==> src/rtl/timer_keypad_loader.sv <==
// Keypad front end for the microwave countdown timer: digit entry, serial digit load, run/pause/done control.
// Optional done beep is built when LOADER_BEEP_EN is defined.
module timer_keypad_loader #(
  parameter int unsigned MAX_TENS    = 5,
  parameter int unsigned BEEP_CYCLES = 4
) (
  input  logic       clock,
  input  logic       clrn,
  input  logic       key_valid,
  input  logic [3:0] key_code,
  input  logic       timer_zero,
  output logic [3:0] data,
  output logic       loadn,
  output logic       en,
  output logic       tclrn,
  output logic [3:0] entry_mins,
  output logic [3:0] entry_tens,
  output logic [3:0] entry_ones,
  output logic       running,
  output logic       err,
  output logic       done,
  output logic       beep
);

  typedef enum logic [2:0] {S_IDLE, S_LOAD, S_RUN, S_PAUSE, S_DONE} state_t;

  localparam logic [3:0] MAX_T = 4'(MAX_TENS);

  state_t     state_q, state_d;
  logic [3:0] mins_q, mins_d, tens_q, tens_d, ones_q, ones_d;
  logic [3:0] data_q, data_d;
  logic       loadn_q, loadn_d, en_q, en_d, tclrn_q, tclrn_d, err_q, err_d;
  logic [1:0] idx_q, idx_d;
  logic       first_q, first_d;

  logic is_digit, is_start, is_clear;
  assign is_digit = key_valid && (key_code <= 4'd9);
  assign is_start = key_valid && (key_code == 4'd10);
  assign is_clear = key_valid && (key_code == 4'd11);

  always_comb begin
    state_d = state_q;
    mins_d  = mins_q;
    tens_d  = tens_q;
    ones_d  = ones_q;
    data_d  = data_q;
    loadn_d = loadn_q;
    en_d    = en_q;
    tclrn_d = 1'b1;
    err_d   = 1'b0;
    idx_d   = idx_q;
    first_d = 1'b0;
    unique case (state_q)
      S_IDLE: begin
        if (is_digit) begin
          mins_d = tens_q;
          tens_d = ones_q;
          ones_d = key_code;
        end else if (is_clear) begin
          mins_d = '0;
          tens_d = '0;
          ones_d = '0;
        end else if (is_start && ({mins_q, tens_q, ones_q} != '0)) begin
          if (tens_q > MAX_T) begin
            err_d = 1'b1;
          end else begin
            state_d = S_LOAD;
            loadn_d = 1'b0;
            data_d  = mins_q;
            idx_d   = '0;
          end
        end
      end
      // data_q already holds the digit for the current index; stage the next one
      S_LOAD: begin
        if (idx_q == 2'd0) begin
          data_d = tens_q;
          idx_d  = 2'd1;
        end else if (idx_q == 2'd1) begin
          data_d = ones_q;
          idx_d  = 2'd2;
        end else begin
          data_d  = '0;
          loadn_d = 1'b1;
          en_d    = 1'b1;
          idx_d   = '0;
          first_d = 1'b1;
          state_d = S_RUN;
        end
      end
      S_RUN: begin
        if (!first_q && timer_zero) begin
          en_d    = 1'b0;
          state_d = S_DONE;
        end else if (is_clear) begin
          en_d    = 1'b0;
          state_d = S_PAUSE;
        end
      end
      S_PAUSE: begin
        if (is_start) begin
          en_d    = 1'b1;
          first_d = 1'b1;
          state_d = S_RUN;
        end else if (is_clear) begin
          tclrn_d = 1'b0;
          mins_d  = '0;
          tens_d  = '0;
          ones_d  = '0;
          state_d = S_IDLE;
        end
      end
      S_DONE: begin
        if (key_valid) begin
          mins_d  = '0;
          tens_d  = '0;
          ones_d  = '0;
          state_d = S_IDLE;
        end
      end
      default: state_d = S_IDLE;
    endcase
  end

  always_ff @(posedge clock) begin
    if (!clrn) begin
      state_q <= S_IDLE;
      mins_q  <= '0;
      tens_q  <= '0;
      ones_q  <= '0;
      data_q  <= '0;
      loadn_q <= 1'b1;
      en_q    <= 1'b0;
      tclrn_q <= 1'b1;
      err_q   <= 1'b0;
      idx_q   <= '0;
      first_q <= 1'b0;
    end else begin
      state_q <= state_d;
      mins_q  <= mins_d;
      tens_q  <= tens_d;
      ones_q  <= ones_d;
      data_q  <= data_d;
      loadn_q <= loadn_d;
      en_q    <= en_d;
      tclrn_q <= tclrn_d;
      err_q   <= err_d;
      idx_q   <= idx_d;
      first_q <= first_d;
    end
  end

`ifdef LOADER_BEEP_EN
  localparam int unsigned BW = (BEEP_CYCLES > 2) ? $clog2(BEEP_CYCLES) : 1;
  logic          beep_q, beep_d;
  logic [BW-1:0] bcnt_q, bcnt_d;

  always_comb begin
    beep_d = beep_q;
    bcnt_d = bcnt_q;
    if (state_d == S_DONE && state_q != S_DONE) begin
      beep_d = 1'b1;
      bcnt_d = BW'(BEEP_CYCLES - 1);
    end else if (state_d != S_DONE) begin
      beep_d = 1'b0;
      bcnt_d = '0;
    end else if (beep_q) begin
      if (bcnt_q == '0) beep_d = 1'b0;
      else              bcnt_d = bcnt_q - 1'b1;
    end
  end

  always_ff @(posedge clock) begin
    if (!clrn) begin
      beep_q <= 1'b0;
      bcnt_q <= '0;
    end else begin
      beep_q <= beep_d;
      bcnt_q <= bcnt_d;
    end
  end

  assign beep = beep_q;
`else
  assign beep = 1'b0;
`endif

  assign data       = data_q;
  assign loadn      = loadn_q;
  assign en         = en_q;
  assign tclrn      = tclrn_q;
  assign err        = err_q;
  assign entry_mins = mins_q;
  assign entry_tens = tens_q;
  assign entry_ones = ones_q;
  assign running    = (state_q == S_RUN);
  assign done       = (state_q == S_DONE);

endmodule

==> config.mk <==
export PLATFORM = sky130hd
export DESIGN_NAME = timer_keypad_loader
export DESIGN_NICKNAME = d
export VERILOG_FILES = /design/src/rtl/timer_keypad_loader.sv
export SDC_FILE = /design/constraint.sdc
export NUM_CORES = 1
export LEC_CHECK = 0
export BUFFER_PORTS_ARGS = -buffer_cell sky130_fd_sc_hd__buf_2
export CAP_MARGIN = 20
export CELL_PAD_IN_SITES_DETAIL_PLACEMENT = 1
export CELL_PAD_IN_SITES_GLOBAL_PLACEMENT = 1
export CORE_ASPECT_RATIO = 0.6
export CORE_MARGIN = 1.5
export CORE_UTILIZATION = 36
export DETAILED_ROUTE_END_ITERATION = 6
export PLACE_DENSITY = 0.82
export SKIP_LAST_GASP = 1
export SLEW_MARGIN = 0
export SYNTH_ARGS = -nofsm -noshare
export SYNTH_HDL_FRONTEND = slang
export SYNTH_SLANG_ARGS = --single-unit
==> constraint.sdc <==
create_clock -name clock -period 1.4 [get_ports clock]
set_clock_uncertainty 0.05 [all_clocks]
set_input_delay 0.28 -clock clock [delete_from_list [all_inputs] [get_ports clock]]
set_output_delay 0.28 -clock clock [all_outputs]
set_load 0.05 [all_outputs]
==> impl_results.md <==
- Outcome: complete, but fails checks
- Failing checks: setup timing
- Final worst path period share: 128%
- Register bit count reported by yosys: 26
- Fillers: 379
- Max capacitance violation total: 0
- Pre-CTS setup slack: -359 ps
- CTS tree: yes
- RSZ-0062 raised after global routing: true
- CP startpoint kind: register
- Worst hold margin: 324 ps
- Critical Path AT: 1460 ps
- Largest net degree at the start of global routing: 16
- Tot Pwr: 1.74 mW
- Final WS setup: -387 ps
- Synth Net Count: 151
- Antenna violation net count after detailed routing: 0
- Post-synth EDFFs: 0
- Finished Cell Area: 2180 µm²
- Io pins: 31
- Cell count after synthesis: 143
- Commonest non-fill, non-tap cells in the layout: buf_4, buf_2, a22o_1, dfxtp_2, dfxtp_1
- DR WL/cell: 26.4 µm
- Detailed Routing Iterations Pass 1: 5
- Global-route wire length before repair: 9990 µm
- VDD IR max: 0.669 mV
- Die Ht: 50.2 µm
- Placed instance count: 248
- Final setup fails: 27
- Final Max Tran Viols: 0
- GRT Util Overall: 34.5%
- Kind of critical path: reg -> out
- Initial Utilization: 39.3%
- Placed cell areas: 1810 µm²
- Hold buffers post-CTS: 0
- Fin nets: 229
- Cell Count, Final, Fillers Out: 265
- Core Util, Final: 64.0%
- Maximum level of the CTS H-tree: 1
- HPWL after DPL: 3700 µm
- Initial DRC Count: 149
- CP endpoint kind: primary output
- Clk Latency, worst-skew pair: 290 ps
- CTS buffer count: 3
- Core area: 3400 µm²
- Commonest non-fill, non-tap cell in the layout: buf_4
- Clock root buffer: clkbuf_8
- Via Count: 1672
- Antenna violations before repair: 0
- Die area: 4110 µm²
- Pwr per Cell Area: 799 nW/µm²
- Hold Crit Class: in -> reg
- Share of cells above drive strength 1: 60.5%
- Area of the multi-input gates: 866 µm²
- CP Max Fanout: 8
- Vias in the first global route: 1632
- CTS Buffer Depth: 2
- Top FF cell, synth: dfxtp_1
- Seq/Total Area, Yosys: 38.9%
- Number of vias per cell: 6.31
- WP data required: 1070 ps
- Synthesized area per cell: 9.36 µm²
- Final Hold Viols: 0
- Final Critical Period: 1790 ps
- Static Leakage: 0.961 nW
- Placer Congestion: 0.920
- Async S/R FF share, synth: 0%
- Port Buffers: 29
- Die Wd: 81.7 µm
- Drc violations: 0
- Clock transition at the registers of the reported paths: 100 ps
- YS warnings: 0
- Mapped cell area: 1340 µm²
- Fmax achieved: 560 MHz
- Clock sinks: 26
- Total negative slack: -6820 ps
- Max_slew headroom: 65.0%
- Total detailed-routing wirelength: 6980 µm
- Worst-Margin Slew: 523 ps
- Synth unique cells: 49
- Area grow syn2layout: 62.8%
- FP Rows: 16
- GRT overflow: 0
- Reg area: 547 µm²
- Antenna diode count: 0
==> flip-flops by register name (all words and copies together) (netlist names) <==
register	flops
data	4
en	1
entry_mins	4
entry_ones	4
entry_tens	4
err	1
first_q	1
idx_q	2
loadn	1
state_q	3
tclrn	1
==> cells by family after synthesis <==
logic type | share of synthesized area (%)
mux | 5.98
simple gates | 25.2
xor+xnor | 0.654
flops | 38.9
compound gates | 22.0
buf+inv | 7.01
other cells | 0.280
==> cell type report <==
| class | count | share of cell area (%) |
|---|---|---|
| inverters | 6 | 1.21 |
| well taps | 45 | 2.58 |
| multi-input cells | 101 | 39.7 |
| repair buffers | 83 | 28.1 |
| clock inverters | 1 | 1.38 |
| flip-flops and latches | 26 | 25.1 |
| clock buffers | 3 | 1.89 |
==> synth_stat cells (3+ instances only) <==
cell type / n / area [µm²]
buf_6: 3 / 33.8
dfxtp_1: 26 / 521
nor4_1: 4 / 25.0
o21ai_0: 3 / 15.0
nor2_1: 4 / 15.0
nor3_1: 5 / 25.0
o21ai_1: 6 / 30.0
a21oi_1: 3 / 15.0
buf_2: 3 / 15.0
and2_1: 4 / 25.0
nand2_1: 10 / 37.5
nor3_2: 4 / 40.0
inv_1: 6 / 22.5
a22o_1: 12 / 105
mux2i_1: 8 / 80.1
nand4_1: 3 / 18.8
==> critical path, cell delays in order, from the launching register on <==
cell,delay (ps)
dfxtp_4,400
or2b_4,280
or2_4,260
clkinvlp_4,80
buf_8,140
==> layer usage <==
metal	wire length (µm)	GRT usage [%]	vias to the layer above
li1	-	-	678
met1	2900	45.0	807
met2	2970	52.7	146
met3	789	10.9	41
met4	330	13.8	0
met5	0	0	-
==> what timing repair did <==
item                                    CTS  global route
gates resized for setup                  36            10
endpoints found under the setup margin   27            33
setup buffers                             7             6
pin swaps                                 9             7
==> power breakdown <==
part / internal (mW) / switching, mW
sequential: 0.748 / 0.0150
combinational: 0.131 / 0.196
clock: 0.384 / 0.267
total: 1.26 / 0.478
==> worst paths after layout <==
kind               start       endpoint  slack [ps]  cells past startpoint
min reg2reg        loadn          loadn         430                      1
min          key_code[1]  entry_ones[1]         320                      3
max reg2reg   state_q[2]     state_q[0]        -330                      5
max           state_q[2]        running        -390                      4
No activity file was read; power rests on OpenSTA's default activity.
